## src/rtl/zeus_irq_pkg.sv

```systemverilog
// Shared constants for the Zeus IRQ sequencer: register map, source count, bus FSM states.
// Latency: n/a; backpressure: n/a.
package zeus_irq_pkg;
  localparam int IRQ_COUNT     = 8;
  localparam int VEC_VALID_BIT = 7;

  localparam logic [2:0] ADDR_PEND   = 3'd0;
  localparam logic [2:0] ADDR_ENABLE = 3'd1;
  localparam logic [2:0] ADDR_MODE   = 3'd2;
  localparam logic [2:0] ADDR_VECTOR = 3'd3;
  localparam logic [2:0] ADDR_ISR    = 3'd4;

  typedef enum logic {
    BUS_IDLE  = 1'b0,
    BUS_ARMED = 1'b1
  } bus_state_e;
endpackage

```

## src/rtl/irq_priority_encoder.sv

```systemverilog
// Fixed-priority encoder: reports whether any bit is set and the lowest set index.
// Latency: combinational; backpressure: none.
module irq_priority_encoder
  import zeus_irq_pkg::*;
(
  input  logic [IRQ_COUNT-1:0] req,
  output logic                 found,
  output logic [2:0]           idx
);
  always_comb begin
    found = 1'b0;
    idx   = 3'd0;
    for (int i = IRQ_COUNT - 1; i >= 0; i--) begin
      if (req[i]) begin
        found = 1'b1;
        idx   = 3'(i);
      end
    end
  end
endmodule

```

## src/rtl/irq_priority_sequencer.sv

```systemverilog
// Nesting fixed-priority interrupt sequencer: synchronised edge/level sources, VECTOR ack, EOI.
// Latency: level source to irq_out_n = SYNC_STAGES+1 clk; edge one more; no backpressure, one commit per bus cycle.
module irq_priority_sequencer
  import zeus_irq_pkg::*;
#(
  parameter int SYNC_STAGES = 2
) (
  input  logic       clk,
  input  logic       reset_n,
  input  logic       cs_n,
  input  logic       phi2,
  input  logic       write_enable,
  input  logic [2:0] address,
  input  logic [7:0] data_in,
  output logic [7:0] data_out,
  input  logic [7:0] irq_sources_n,
  output logic       irq_out_n
);
  logic [SYNC_STAGES-1:0][IRQ_COUNT-1:0] sync_q, sync_d;
  logic [IRQ_COUNT-1:0] prev_n_q, prev_n_d;
  logic [IRQ_COUNT-1:0] latch_q, latch_d;
  logic [IRQ_COUNT-1:0] enable_q, enable_d;
  logic [IRQ_COUNT-1:0] mode_q, mode_d;
  logic [IRQ_COUNT-1:0] isr_q, isr_d;
  logic                 phi2_q, phi2_d;
  bus_state_e           state_q, state_d;
  logic                 irq_out_n_q, irq_out_n_d;

  logic [IRQ_COUNT-1:0] sync_n, pend_eff, fell, below_isr, qual, latch_clr;
  logic [7:0]           vector_val;
  logic                 isr_found, req_found, commit;
  logic [2:0]           isr_idx, req_idx;

  assign sync_n   = sync_q[SYNC_STAGES-1];
  assign pend_eff = (mode_q & latch_q) | (~mode_q & ~sync_n);
  assign fell     = prev_n_q & ~sync_n;

  irq_priority_encoder u_isr_enc (
    .req   (isr_q),
    .found (isr_found),
    .idx   (isr_idx)
  );

  // Only sources strictly above the most urgent in-service level may interrupt.
  assign below_isr = isr_found ? ((8'd1 << isr_idx) - 8'd1) : 8'hFF;
  assign qual      = enable_q & pend_eff & below_isr;

  irq_priority_encoder u_req_enc (
    .req   (qual),
    .found (req_found),
    .idx   (req_idx)
  );

  always_comb begin
    vector_val = 8'h00;
    if (req_found) begin
      vector_val[VEC_VALID_BIT] = 1'b1;
      vector_val[2:0]           = req_idx;
    end
  end

  always_comb begin
    state_d = state_q;
    commit  = 1'b0;
    case (state_q)
      BUS_IDLE: begin
        if (!cs_n && phi2) state_d = BUS_ARMED;
      end
      BUS_ARMED: begin
        if (cs_n) begin
          state_d = BUS_IDLE;
        end else if (phi2_q && !phi2) begin
          commit  = 1'b1;
          state_d = BUS_IDLE;
        end
      end
      default: state_d = BUS_IDLE;
    endcase
  end

  always_comb begin
    enable_d  = enable_q;
    mode_d    = mode_q;
    isr_d     = isr_q;
    latch_clr = '0;
    if (commit) begin
      case (address)
        ADDR_PEND:   if (write_enable) latch_clr = data_in;
        ADDR_ENABLE: if (write_enable) enable_d = data_in;
        ADDR_MODE:   if (write_enable) mode_d = data_in;
        ADDR_VECTOR: begin
          if (!write_enable && req_found) begin
            isr_d     = isr_q | (8'd1 << req_idx);
            latch_clr = 8'd1 << req_idx;
          end
        end
        ADDR_ISR: begin
          if (write_enable && isr_found) isr_d = isr_q & ~(8'd1 << isr_idx);
        end
        default: ;
      endcase
    end
    // A fresh edge in the same clk as a clear keeps the bit pending.
    latch_d     = (latch_q & ~latch_clr) | (fell & mode_q);
    sync_d      = {sync_q[SYNC_STAGES-2:0], irq_sources_n};
    prev_n_d    = sync_n;
    phi2_d      = phi2;
    irq_out_n_d = ~req_found;
  end

  always_comb begin
    data_out = 8'h00;
    case (address)
      ADDR_PEND:   data_out = pend_eff;
      ADDR_ENABLE: data_out = enable_q;
      ADDR_MODE:   data_out = mode_q;
      ADDR_VECTOR: data_out = vector_val;
      ADDR_ISR:    data_out = isr_q;
      default:     data_out = 8'h00;
    endcase
  end

  assign irq_out_n = irq_out_n_q;

  always_ff @(posedge clk) begin
    if (!reset_n) begin
      sync_q      <= '1;
      prev_n_q    <= '1;
      latch_q     <= '0;
      enable_q    <= '0;
      mode_q      <= '0;
      isr_q       <= '0;
      phi2_q      <= 1'b0;
      state_q     <= BUS_IDLE;
      irq_out_n_q <= 1'b1;
    end else begin
      sync_q      <= sync_d;
      prev_n_q    <= prev_n_d;
      latch_q     <= latch_d;
      enable_q    <= enable_d;
      mode_q      <= mode_d;
      isr_q       <= isr_d;
      phi2_q      <= phi2_d;
      state_q     <= state_d;
      irq_out_n_q <= irq_out_n_d;
    end
  end
endmodule

```

## config.mk

```make
export PLATFORM = sky130hd
export DESIGN_NAME = irq_priority_sequencer
export DESIGN_NICKNAME = d
export VERILOG_FILES = /design/src/rtl/zeus_irq_pkg.sv /design/src/rtl/irq_priority_encoder.sv /design/src/rtl/irq_priority_sequencer.sv
export SDC_FILE = /design/constraint.sdc
export NUM_CORES = 1
export LEC_CHECK = 0
export ABC_CLOCK_PERIOD_IN_PS = 3350
export CAP_MARGIN = 20
export CORE_MARGIN = 4
export CORE_UTILIZATION = 55
export DETAILED_ROUTE_END_ITERATION = 12
export PLACE_DENSITY = 0.83
export SLEW_MARGIN = 25
export SYNTH_ARGS = -nofsm -noshare
export SYNTH_HDL_FRONTEND = slang
export SYNTH_SLANG_ARGS = --single-unit
```

## constraint.sdc

```tcl
create_clock -name clk -period 3.35 [get_ports clk]
set_input_delay 0.67 -clock clk [delete_from_list [all_inputs] [get_ports clk]]
set_output_delay 0.67 -clock clk [all_outputs]
set_load 0.005 [all_outputs]
```

* Word-level counts from Yosys, hierarchy flattened
Cells that the tools add are included.
** Operators by class
- Multiplexer cells :: 50
- Reductions and logical operators :: 12
- $add $sub $neg :: 1
- Bitwise operators :: 17
- Shifts and indexed selects :: 2
- Equal/unequal tests :: 6
** Operators with widths (number)
- AND 8 bit :: 8
- 2-to-1 mux 3 bit :: 17
- 2-to-1 mux 8 bit :: 6
- case mux 8 bit (5 select lines) :: 1
- NOT 8 bit :: 4
- case mux 8 bit (2 select lines) :: 2
- bitwise OR 8 bit :: 3
- 2-to-1 mux 1 bit :: 23
- left shift 1 x 3 -> 8 bit (first input constant) :: 2
- subtractor 8 x 1 -> 8 bit (second input constant) :: 1
- equality test 3 x 2 -> 1 bit (second input constant) :: 2
- AND reduction 3 bit :: 2
- logical AND 1 bit :: 4
- inequality test 2 bit (second input constant) :: 2
- AND reduction 4 bit :: 1
- equality test 3 x 1 -> 1 bit (second input constant) :: 1
- equality test 3 bit (second input constant) :: 1
- zero test 1 bit :: 3
- zero test 3 bit :: 1
- NOT 1 bit :: 2
- case mux 1 bit (2 select lines) :: 1
- nonzero test 2 bit :: 1
** Storage, ports and cells
- Bits of input ports :: 24
- Output and inout bits :: 9
- Bits in registers :: 59

* Longest topological paths before layout
Gate-level depths: netlist of run 1.
- Depth in word-level cells :: 27
- Depth in mapped cells :: 13
- Depth with buffers taken out :: 13

* Modules after synthesis
From an unflattened synthesis of run 1, not the netlist that was laid out.
** Second synthesis, totals
- Cells, all modules :: 328
- Area, all modules :: 2930.3 um^2
** Modules (own cells, without submodules)
- irq_priority_sequencer :: area an instance 2770.2 um^2, cells each 302, times used 1
- irq_priority_encoder :: area an instance 80.1 um^2, cells each 13, times used 2

* Worst setup path before layout of run 1
No wires, ideal clock.
- Kind :: register to output
- From :: reg isr_q[6]
- To :: out data_out[7]
- Data required time :: 2.680 ns
- Data arrival time :: 2.306 ns
- Cell stages (with the launch flop) :: 12
- Slack :: 0.374 ns
- Buffers on the path :: 0
- Path through :: dfxtp_1 > nand2b_1 > a21oi_1 > o21bai_1 > a21o_1 > nand2b_1 > ha_1 > a21boi_2 > o21ai_1 > nor3_1 > a21oi_1 > a211o_1
** Between the ends
- Cells in the longest elaborated chain, start to end :: 21
- Elaborated cells between the ends (all ways) :: 28
- Those cells by class :: 1 x add/sub; 1 x shift; 25 x mux; 1 x bitwise
** Ends and longest elaborated chain
- start, declared :: line irq_priority_sequencer.sv:24 : logic [IRQ_COUNT-1:0] isr_q, isr_d;
- start signal, assigned :: line irq_priority_sequencer.sv:142 : isr_q <= isr_d;
- 2-to-1 mux 3 bit (7 in series) :: line irq_priority_encoder.sv:14 : if (req[i]) begin
- left shift 1 x 3 -> 8 bit :: line irq_priority_sequencer.sv:45 : assign below_isr = isr_found ? ((8'd1 << isr_idx) - 8'd1) : 8'hFF;
- subtractor 8 x 1 -> 8 bit :: line irq_priority_sequencer.sv:45
- 2-to-1 mux 8 bit * :: line irq_priority_sequencer.sv:45
- AND 8 bit * :: line irq_priority_sequencer.sv:46 : assign qual = enable_q & pend_eff & below_isr;
- 2-to-1 mux 1 bit (7 in series) :: line irq_priority_encoder.sv:14
- 2-to-1 mux 1 bit * :: line irq_priority_encoder.sv:14
- 2-to-1 mux 1 bit * :: line irq_priority_sequencer.sv:56 : if (req_found) begin
- case mux 8 bit (5 select lines) * :: line irq_priority_sequencer.sv:113 : case (address)
- end, declared :: line irq_priority_sequencer.sv:15 : output logic [7:0] data_out,
Mark *: on every way between the ends. The rest lies on a longest branch, timed or not.

* Worst setup path in the final report of run 1
- From :: reg isr_q[5]
- To :: out data_out[2]
** Between the ends
- Cells in the longest elaborated chain, start to end :: 20
- Elaborated cells between the ends (all ways) :: 34
- Those cells by class :: 1 x add/sub; 1 x shift; 31 x mux; 1 x bitwise
** Ends and longest elaborated chain (line)
- 2-to-1 mux 3 bit (6 in series) :: irq_priority_encoder.sv:14
- left shift 1 x 3 -> 8 bit :: irq_priority_sequencer.sv:45
- subtractor 8 x 1 -> 8 bit :: irq_priority_sequencer.sv:45
- 2-to-1 mux 8 bit * :: irq_priority_sequencer.sv:45
- AND 8 bit * :: irq_priority_sequencer.sv:46
- 2-to-1 mux 3 bit or 2-to-1 mux 1 bit (tied branches) (8 in series) :: irq_priority_encoder.sv:14
- 2-to-1 mux 3 bit * :: irq_priority_sequencer.sv:56
- case mux 8 bit (5 select lines) * :: irq_priority_sequencer.sv:113
Marked as above.

==> results of run 1 <==
## layout make-up
class,instances,area (um2)
Sequential cell,59,1180
Tap cell,70,87.6
Fill cell,385,1200
Inverter,6,22.5
Timing Repair Buffer,78,662
Clock inverter,2,35.0
Clock buffer,12,165
Multi-Input combinational cell,275,1780
## routing by layer
| layer | wire, um | global-route usage |
|---|---|---|
| met4 | 276 | 0.133 |
| met1 | 3950 | 0.393 |
| met5 | 0 | 0 |
| met3 | 897 | 0.0776 |
| met2 | 4220 | 0.447 |
## cells in the mapped netlist (all sizes together) (2+ instances only)
| cell | n |
|---|---|
| o211ai | 2 |
| a21oi | 32 |
| nor2 | 43 |
| or3 | 7 |
| a32oi | 4 |
| nor3 | 9 |
| clkbuf | 14 |
| nand3b | 2 |
| o2bb2ai | 3 |
| nor2b | 6 |
| and3 | 2 |
| a21o | 2 |
| nor4 | 3 |
| nand3 | 10 |
| nand2b | 28 |
| o21a | 2 |
| mux2i | 16 |
| a221oi | 2 |
| and2b | 2 |
| and2 | 10 |
| o22ai | 2 |
| dfxtp | 59 |
| nand2 | 36 |
| o21ai | 27 |
| and4 | 2 |
| a41o | 2 |
| o32ai | 2 |
| inv | 6 |
| o31ai | 2 |
## critical path: stages, from the launching register on
cell	delay, ns
dfxtp_2	0.32
buf_6	0.12
nor4_4	0.28
nand2_1	0.13
nand2_2	0.12
nand2_2	0.07
ha_4	0.26
a21boi_4	0.19
o21ai_2	0.10
buf_4	0.16
or3_4	0.33
o31ai_2	0.16
buf_2	0.14
## cell families after synthesis
family / count (synthesis) / share of synthesized area
AO/OA/AOI/OAI: 90 / 0.201
flip-flops: 59 / 0.402
multiplexers: 17 / 0.0583
adder cells (fa/ha/maj): 1 / 0.00425
AND/OR/NAND/NOR: 166 / 0.303
buffers and inverters: 21 / 0.0294
XOR/XNOR: 1 / 0.00298
## path summary, 6_finish.rpt
path	from	endpoint	depth (start not counted)
min	sync_d[8]	prev_n_d[0]	1
max reg2reg	isr_q[5]	latch_q[5]	14
max	isr_q[5]	data_out[2]	12
min reg2reg	sync_d[8]	prev_n_d[0]	1
## per-stage QoR
stage          setup WS [ns]  hold WS, ns  cell area [um2]
2_1_floorplan          0.374        0.386             2940
3_3_place_gp         -0.0545        0.387             3570
6_report             -0.0420        0.404             3940
3_5_place_dp         -0.0876        0.391             3570
4_1_cts              0.00405        0.404             3860
5_1_grt               -0.147        0.437             3940
## registers in the layout (all words and copies together), names as in the netlist
name	count
enable_q	8
irq_out_n	1
isr_q	8
latch_q	8
mode_q	8
phi2_q	1
prev_n_d	8
prev_n_q	8
state_q	1
sync_d	8
## report_power, final
| part | switching (W) | leakage [nW] | internal, W |
|---|---|---|---|
| combinational | 0.0000512 | 1.07 | 0.0000494 |
| sequential | 0.00000560 | 0.481 | 0.000714 |
| clock | 0.000265 | 0.104 | 0.000395 |
| total | 0.000322 | 1.66 | 0.00116 |
## timing repair
action	in CTS	in global routing
pin swaps	8	18
resized for setup	25	14
setup endpoints to repair	4	4
buffers inserted	4	5
gates cloned	0	0
==> metrics, run 1 <==
status=finished with violations; failing checks=negative setup slack; CTS Buf Count=9; R2R setup slack=0.19 ns; number of synthesized register bits=59; # setup viols final=3; Top FF cell, synth=dfxtp_1; Avg Vias per Cell=5.94; largest net degree at the start of global routing=37; cts hold-fix bufs=0; setup ws final=-0.0420 ns; Non-Filler Instances=502; number of failing hold endpoints at the final stage=0; Worst Path Arrival=2.72 ns; commonest non-fill, non-tap cell in the layout=dfxtp_1; fin crit period=3.39 ns; Cells after DPL=479; Worst Tran Pin Value=0.684 ns; global route overflow=0; critical path fanouts, max=3; DRT Pass-1 Iters=5; # rows=26; async set-reset flop share out of synthesis=0; Pwr Density=376 nW/um2; synthesized area=2940 um2; Synth top area share=0.402; CP required=2.68 ns; # DRC=0; CTS tree=done; most frequent cells in the layout=dfxtp_1 (58), buf_4 (44), nor2_1 (41); Area Overhead vs Synth=33.9%; Die Y=81.1 um; drt total wl=9340 um; MaxCap Viol Count=0; DIE WIDTH=81.1 um; CORE AREA=5140 um2; CTS root buf=clkbuf_8; Pins Over Slew Limit=0; CP Class=reg -> out; LEAKAGE=1.66 nW; Max rail drop VDD=0.367 mV; die area=6580 um2; Clock Sink Count=59; final worst-path cycle share=1.01; Slew HR=0.537; EDFF count, synth=0; Synthesis Warnings=0; RSZ-0062 raised after global routing=yes; CP Launch Type=register; first-pass GRT wire length=14400 um; Fmax=295 MHz; Design Power=0.00148 W; H-Tree Level Count=3; # IOs=33; Routed wire per std cell=18.6 um; Core Util, Final=0.766; Hold WC Path Type=reg -> reg; Nets=454; routed via count=2982; initial core utilization=0.572; Global Route Usage Sum=0.295; Worst setup EP type=primary output; register area share after synthesis=0.402; Yosys top cell by area=dfxtp_1; number of global-route vias before repair=2916; synth top area cells=dfxtp_1 (40%), nand2b_1 (6.0%), mux2i_1 (5.4%); Post-Route Setup TNS=-0.0690 ns; antenna viol nets, final=0; clk buf depth=2; Avg Inst Size Synth=8.28 um2; DRT iter0 DRCs=379; initial antenna violation count=0; Cell variety after synth=55; worst-skew pair later-pin latency=0.34 ns; Synthesized Nets=380; layout cell share with drive strength beyond 1=0.234; # diodes=0; Fin Clk Skew=0.0129 ns; Syn Inst Count=355; CTS clock-pin slew for the worst setup and hold paths=0.07 ns; dpl hpwl=6450 um; Port Buffers=32; GP Congestion=0.981
Note: power is estimated with default switching activity, not from simulation.
==> run 2, diff against run 1 <==
- ABC_CLOCK_PERIOD_IN_PS: 3350 -> 2700
- CORE_UTILIZATION: 55 -> 50
- PLACE_DENSITY: 0.83 -> 0.8
- clock period: 3.35 -> 2.7 ns (I/O delays scaled with it)
==> run 2 against run 1 <==
Clock skew fell by 0.0054 ns. First-iteration DRC count fell by 20%. Highest routed layer unchanged. Utilization rose by 0.058 points. Largest cell class unchanged. Via count rose by 5.0%. Global-route usage fell by 2.1 points. Register-to-register slack got worse by 0.50 ns. Cell count rose by 8.0%. The run still ends with negative setup slack left. Combinational power rose by 38%. Sequential power rose by 24%. Critical endpoint is now data_out[1].
==> metrics, run 2 (same netlist as run 1, synthesis figures left out) <==
status=finished with violations; failing checks=negative setup slack; Clock Sink Count=59 (unchanged); Clock power frac=0.472 (+0.026); Pins Over Slew Limit=0 (unchanged); H-Tree Level Count=3 (unchanged); Hold WC Path Type=reg -> reg; Pwr Density=455 nW/um2 (+21%); CP Launch Type=register; Register Area=1190 um2 (+0.32%); # setup viols final=10 (+7); Crit-path slowest cell=dfxtp_1; crit path cell chain=nor4_4, nand2_1, nand2_2, nand2_4, ha_4, nand2_1, nand2_1, a221oi_2, nand2_1, a21oi_2, mux2_4, o2bb2ai_2, buf_2; largest net degree at the start of global routing=37 (unchanged); LEAKAGE=1.88 nW (+14%); Filler cells=398 (+3.4%); Fmax=317 MHz; Nets=491 (+8.1%); layout cell share with drive strength beyond 1=0.306 (+0.0726); die area=7170 um2 (+9.0%); busiest grt layer=met2; CP Class=reg -> out; MaxCap Viol Count=0 (unchanged); met3 usage=0.0618 (-0.0158); Fin Clk Skew=0.00753 ns (-0.00540 ns); most frequent cells in the layout=buf_4 (75), dfxtp_1 (55), nor2_1 (41); RSZ-0062 raised after global routing=yes; Switching Fraction=0.221 (+0.00379); Global Route met1 Usage=0.351 (-0.0420); CTS clock-pin slew for the worst setup and hold paths=0.07 ns (about the same); routed via count=3132 (+5.0%); drt total wl=9550 um (+2.3%); DIE WIDTH=84.7 um (+4.4%); Worst setup EP type=primary output; GP Congestion=1.02 (+4.2%); first-pass GRT wire length=15300 um (+5.8%); critical path fanouts, max=3 (unchanged); CORE AREA=5610 um2 (+9.1%); Sw Pwr=0.000432 W (+34%); number of global-route vias before repair=3072 (+5.3%); Die Y=84.7 um (+4.4%); Non-Filler Instances=542 (+8.0%); cell internal pwr=0.00152 W (+31%); worst-skew pair later-pin latency=0.34 ns (about the same); CTS tree=done; area of the multi-input gates=1800 um2 (+1.3%); DRT iter0 DRCs=303 (-20%); CP required=2.16 ns (-0.52 ns); Comb pwr share=0.071 (+0.003); CTS Buf Count=9 (unchanged); Worst Path Arrival=2.61 ns (-0.11 ns); Slew HR=0.652 (+0.115); DRT Pass-1 Iters=5 (unchanged); antenna viol nets, final=0 (unchanged); Global Route Usage Sum=0.274 (-0.0206); commonest non-fill, non-tap cell in the layout=buf_4; # diodes=0 (unchanged); Cells after DPL=515 (+7.5%); Avg Vias per Cell=5.78 (-2.7%); setup ws final=-0.452 ns (-0.410 ns); Area Overhead vs Synth=46.2%; met2 GRT Util=0.440 (-0.00760); clk buf depth=2 (unchanged); most frequent CP cell=nand2_1; initial antenna violation count=0 (unchanged); sequential share of power=0.457 (-0.029); Worst path max stage delay=0.35 ns (+0.02 ns); number of failing hold endpoints at the final stage=0 (unchanged); CTS root buf=clkbuf_8; Hold Slack=0.409 ns (+0.00441 ns); Max rail drop VDD=0.471 mV (+28%); dpl hpwl=6540 um (+1.4%); fin crit period=3.15 ns; # DRC=0 (unchanged); final worst-path cycle share=1.17; # rows=27 (+3.8%); Worst Tran Pin Value=0.516 ns (-0.168 ns); global route overflow=0 (unchanged); Routed wire per std cell=17.6 um (-5.3%); # IOs=33 (unchanged); Port Buffers=32 (unchanged); initial core utilization=0.524 (-0.0477)
==> run 2: cell count changes in the layout (fill, tap and decap cells not counted), moves of 3 or more <==
cell             before  now
buf_4                44   75
buf_6                 1    6
clkdlybuf4s50_1      28   23
dfxtp_1              58   55
dfxtp_2               1    4
dlygate4sd2_1         0    3
nand2_1              31   34
nand2_2               5    1
o21ai_0              23   20
==> run 2: layout make-up <==
cell class                 count  area share
sequential                    59       0.276
timing repair buffer         115       0.226
inverter                       6     0.00524
clock inverter                 4      0.0172
clock buffer                  11      0.0352
tap                           72      0.0210
multi-input combinational    275       0.420
==> run 2: power groups by stage <==
stage	logic (W)	clock network [W]	registers (W)
after floorplan	0.0000513	0	0.000910
after global placement	0.000132	0	0.000911
after detailed placement	0.000135	0	0.000912
after CTS	0.000136	0.000940	0.000892
after global routing	0.000149	0.000982	0.000894
final	0.000139	0.000923	0.000892
==> run 2: stage by stage <==
stage          power [W]  utilization  instance area (um2)  worst slack, ns  TNS [ns]
3_5_place_dp     0.00105        0.690                 3870           -0.573     -3.48
3_3_place_gp     0.00104        0.690                 3870           -0.529     -3.16
4_1_cts          0.00197        0.757                 4250           -0.426     -2.19
5_1_grt          0.00202        0.766                 4300           -0.584     -4.16
2_1_floorplan   0.000961            -                 2960          0.00137         0
6_report         0.00195        0.766                 4300           -0.452     -3.02
==> run 2: critical path, delay by kind of cell (launching register included) <==
family / cells / cell delay (ns)
flip-flops: 1 / 0.35
AO/OA/AOI/OAI: 3 / 0.53
AND/OR/NAND/NOR: 7 / 0.89
multiplexers: 1 / 0.17
buffers and inverters: 1 / 0.13
adder cells (fa/ha/maj): 1 / 0.17
==> run 2: final timing paths <==
path / from / end / slack, ns / cells after the start
min reg2reg: sync_d[15] / prev_n_d[7] / 0.41 / 1
max: isr_q[2] / data_out[1] / -0.45 / 13
min: sync_d[15] / prev_n_d[7] / 0.41 / 1
max reg2reg: isr_q[2] / latch_q[6] / -0.31 / 18
==> run 2: per-layer routing <==
metal | vias to the layer above | share of wire
met5 | - | 0
met4 | 0 | 0.040
met3 | 39 | 0.079
met2 | 146 | 0.46
met1 | 1479 | 0.42
li1 | 1468 | -
==> run 2: what timing repair did <==
action | in CTS | in global routing
endpoints found under the setup margin | 13 | 16
gates resized for setup | 45 | 10
buffers inserted | 14 | 2
hold buffers | 0 | 0
pin swaps | 27 | 10
==> run 3, diff against run 2 <==
- SYNTH_HIERARCHICAL: not set -> 1
==> run 3 against run 2 <==
The run still ends with negative setup slack left. Sequential share of layout area is 1.4 points lower. Worst hold slack worse by 0.0019 ns. Clock skew is 0.00079 ns lower. Global-route usage is 0.70 points higher. Cell count is 1.8% lower. Non-clock buffer count is 17 higher. Sequential cell count stayed put. Combinational power is 23% higher. Register-to-register slack worse by 0.19 ns. Setup slack worse by 0.35 ns. Count of clock-buffer cells in the layout stayed put. Highest routed layer unchanged.
==> metrics, run 3 <==
layout cell share with drive strength beyond 1=0.389 (+0.0827); number of failing hold endpoints at the final stage=0 (unchanged); EDFF count, synth=0 (unchanged); # DRC=0 (unchanged); Avg Vias per Cell=6.13 (+6.1%); DRT Pass-1 Iters=5 (unchanged); CTS clock-pin slew for the worst setup and hold paths=0.07 ns (about the same); Filler cells=344 (-14%); Synth top area share=0.403 (+0.00137); Yosys top cell by area=dfxtp_1; Worst Tran Pin Value=0.517 ns (+0.00131 ns); clk buf depth=2 (unchanged); Routed wire per std cell=20.5 um (+16%); Pins Over Slew Limit=0 (unchanged); most frequent cells in the layout=buf_4 (84), dfxtp_1 (52), nand2_1 (29); largest net degree at the start of global routing=34 (-8.1%); number of global-route vias before repair=3076 (+0.13%); DRT iter0 DRCs=362 (+19%); fin crit period=3.50 ns (+0.351 ns); synthesized area=2930 um2 (-0.34%); Synthesized Nets=352 (-7.4%); initial antenna violation count=0 (unchanged); Worst setup EP type=primary output; global route overflow=0 (unchanged); Clock Sink Count=59 (unchanged); CORE AREA=5610 um2 (unchanged); Core Util, Final=0.813 (+0.0466); MaxCap Viol Count=0 (unchanged); initial core utilization=0.523 (-0.00178); die area=7150 um2 (-0.31%); Top FF cell, synth=dfxtp_1; LEAKAGE=1.95 nW (+3.7%); register area share after synthesis=0.403 (+0.00137); Area Overhead vs Synth=55.6%; H-Tree Level Count=3 (unchanged); CTS Buf Count=9 (unchanged); dpl hpwl=6640 um (+1.6%); Port Buffers=32 (unchanged); DIE WIDTH=84.6 um (-0.15%); status=finished with violations; CP required=2.16 ns (about the same); Fmax=285 MHz (-10%); Avg Inst Size Synth=8.93 um2 (+7.9%); Hold Slack=0.407 ns (-0.00193 ns); critical path fanouts, max=5 (+2); routed via count=3262 (+4.2%); first-pass GRT wire length=15600 um (+2.3%); Fin Clk Skew=0.00674 ns (-0.000791 ns); # diodes=0 (unchanged); GP Congestion=1.03 (+1.2%); Pwr Density=410 nW/um2 (-9.7%); Cell variety after synth=49 (-11%); CTS root buf=clkbuf_8; async set-reset flop share out of synthesis=0 (unchanged); CP Launch Type=register; antenna viol nets, final=0 (unchanged); synth top area cells=dfxtp_1 (40%), mux2i_1 (7.5%), nor2b_1 (5.1%); CTS tree=done; worst-skew pair later-pin latency=0.34 ns (about the same); Nets=479 (-2.4%); Post-synth top cells=dfxtp_1 (59), nand2_1 (33), nor2b_1 (24), mux2i_1 (22), nand2b_1 (21); # IOs=33 (unchanged); final worst-path cycle share=1.30 (+0.130); Global Route Usage Sum=0.281 (+0.00698); # rows=27 (unchanged); # setup viols final=20 (+10); cts hold-fix bufs=0 (unchanged); Syn Inst Count=328 (-7.6%); RSZ-0062 raised after global routing=yes; top-count cell post-synth=dfxtp_1; setup ws final=-0.803 ns (-0.351 ns); Worst Path Arrival=2.96 ns (+0.35 ns); commonest non-fill, non-tap cell in the layout=buf_4; failing checks=negative setup slack; drt total wl=10900 um (+14%); Slew HR=0.652 (about the same); CP Class=reg -> out; Max rail drop VDD=0.358 mV (-24%); Hold WC Path Type=reg -> reg; number of synthesized register bits=59 (unchanged); Synthesis Warnings=6 (+6); Die Y=84.6 um (-0.15%)
-- run 3: changes by cell type after synthesis, sizes merged, moves of 6 or more --
cell,delta
a21boi,+7
a21oi,-17
a22oi,+9
and2,-9
inv,+12
mux2i,+6
nand2b,-7
nor2,-34
nor2b,+18
nor3,-7
o21ai,-11
or3,-6
-- run 3: final cells by class --
type	count	area, um2	share of cell area
timing repair buffer	132	1110	0.243
clock buffer	11	141	0.0310
multi-input combinational	235	1900	0.417
inverter	18	67.6	0.0148
tap	72	90.1	0.0198
clock inverter	5	52.6	0.0115
sequential	59	1190	0.262
-- run 3: path summary, 6_finish.rpt --
check,to,cells after the start,slack (ns),from
worst max register to register,latch_q[4],16,-0.50,isr_q[2]
worst min register to register,prev_n_d[2],1,0.41,sync_d[10]
worst min-delay path,prev_n_d[2],1,0.41,sync_d[10]
worst max-delay path,data_out[0],11,-0.80,isr_q[5]
-- run 3: what timing repair did --
item                                    4_1_cts  5_1_grt
endpoints found under the setup margin       24       20
resized for setup                            65       43
pin swaps                                     7       11
setup buffers                                11        9
gates cloned                                  1        0
-- run 3: kinds of logic (layout without fill, tap and decap cells) --
group / Yosys count / after routing / share of synthesized area
simple gates: 127 / 127 / 0.257
compound gates: 86 / 86 / 0.212
flops: 59 / 59 / 0.403
buf+inv: 34 / 166 / 0.0521
mux: 22 / 22 / 0.0751
-- run 3: metrics by stage --
step	cells	setup slack [ns]	setup TNS [ns]	cell area, um2	power [W]
floorplan	328	-0.0326	-0.0333	2980	0.000988
global placement	497	-0.661	-5.11	3920	0.00107
detailed placement	497	-0.699	-6.06	3920	0.00107
CTS	525	-0.604	-4.13	4320	0.00187
global route	532	-0.870	-10.15	4560	0.00194
finish	532	-0.803	-8.92	4560	0.00187
-- run 3: power breakdown --
part	internal, W	switching (W)
clock network	0.000446	0.000355
logic	0.0000884	0.0000831
registers	0.000890	0.00000887
total	0.00142	0.000447
-- run 3: layer usage --
layer	up-vias	global-route usage	wire (um)
met4	0	0.119	478
met2	221	0.478	5310
met3	55	0.0648	924
met5	-	0	0
met1	1537	0.340	4190
li1	1449	-	-
-- run 3: critical path, cell delays in order, from the launching register on --
cell	delay, ns
dfxtp_4	0.37
nor4_4	0.31
nor2b_2	0.10
buf_4	0.17
o21ai_1	0.14
a211oi_2	0.13
nor4_1	0.41
nand2_1	0.18
and4b_1	0.26
buf_6	0.12
a221o_1	0.30
buf_2	0.13
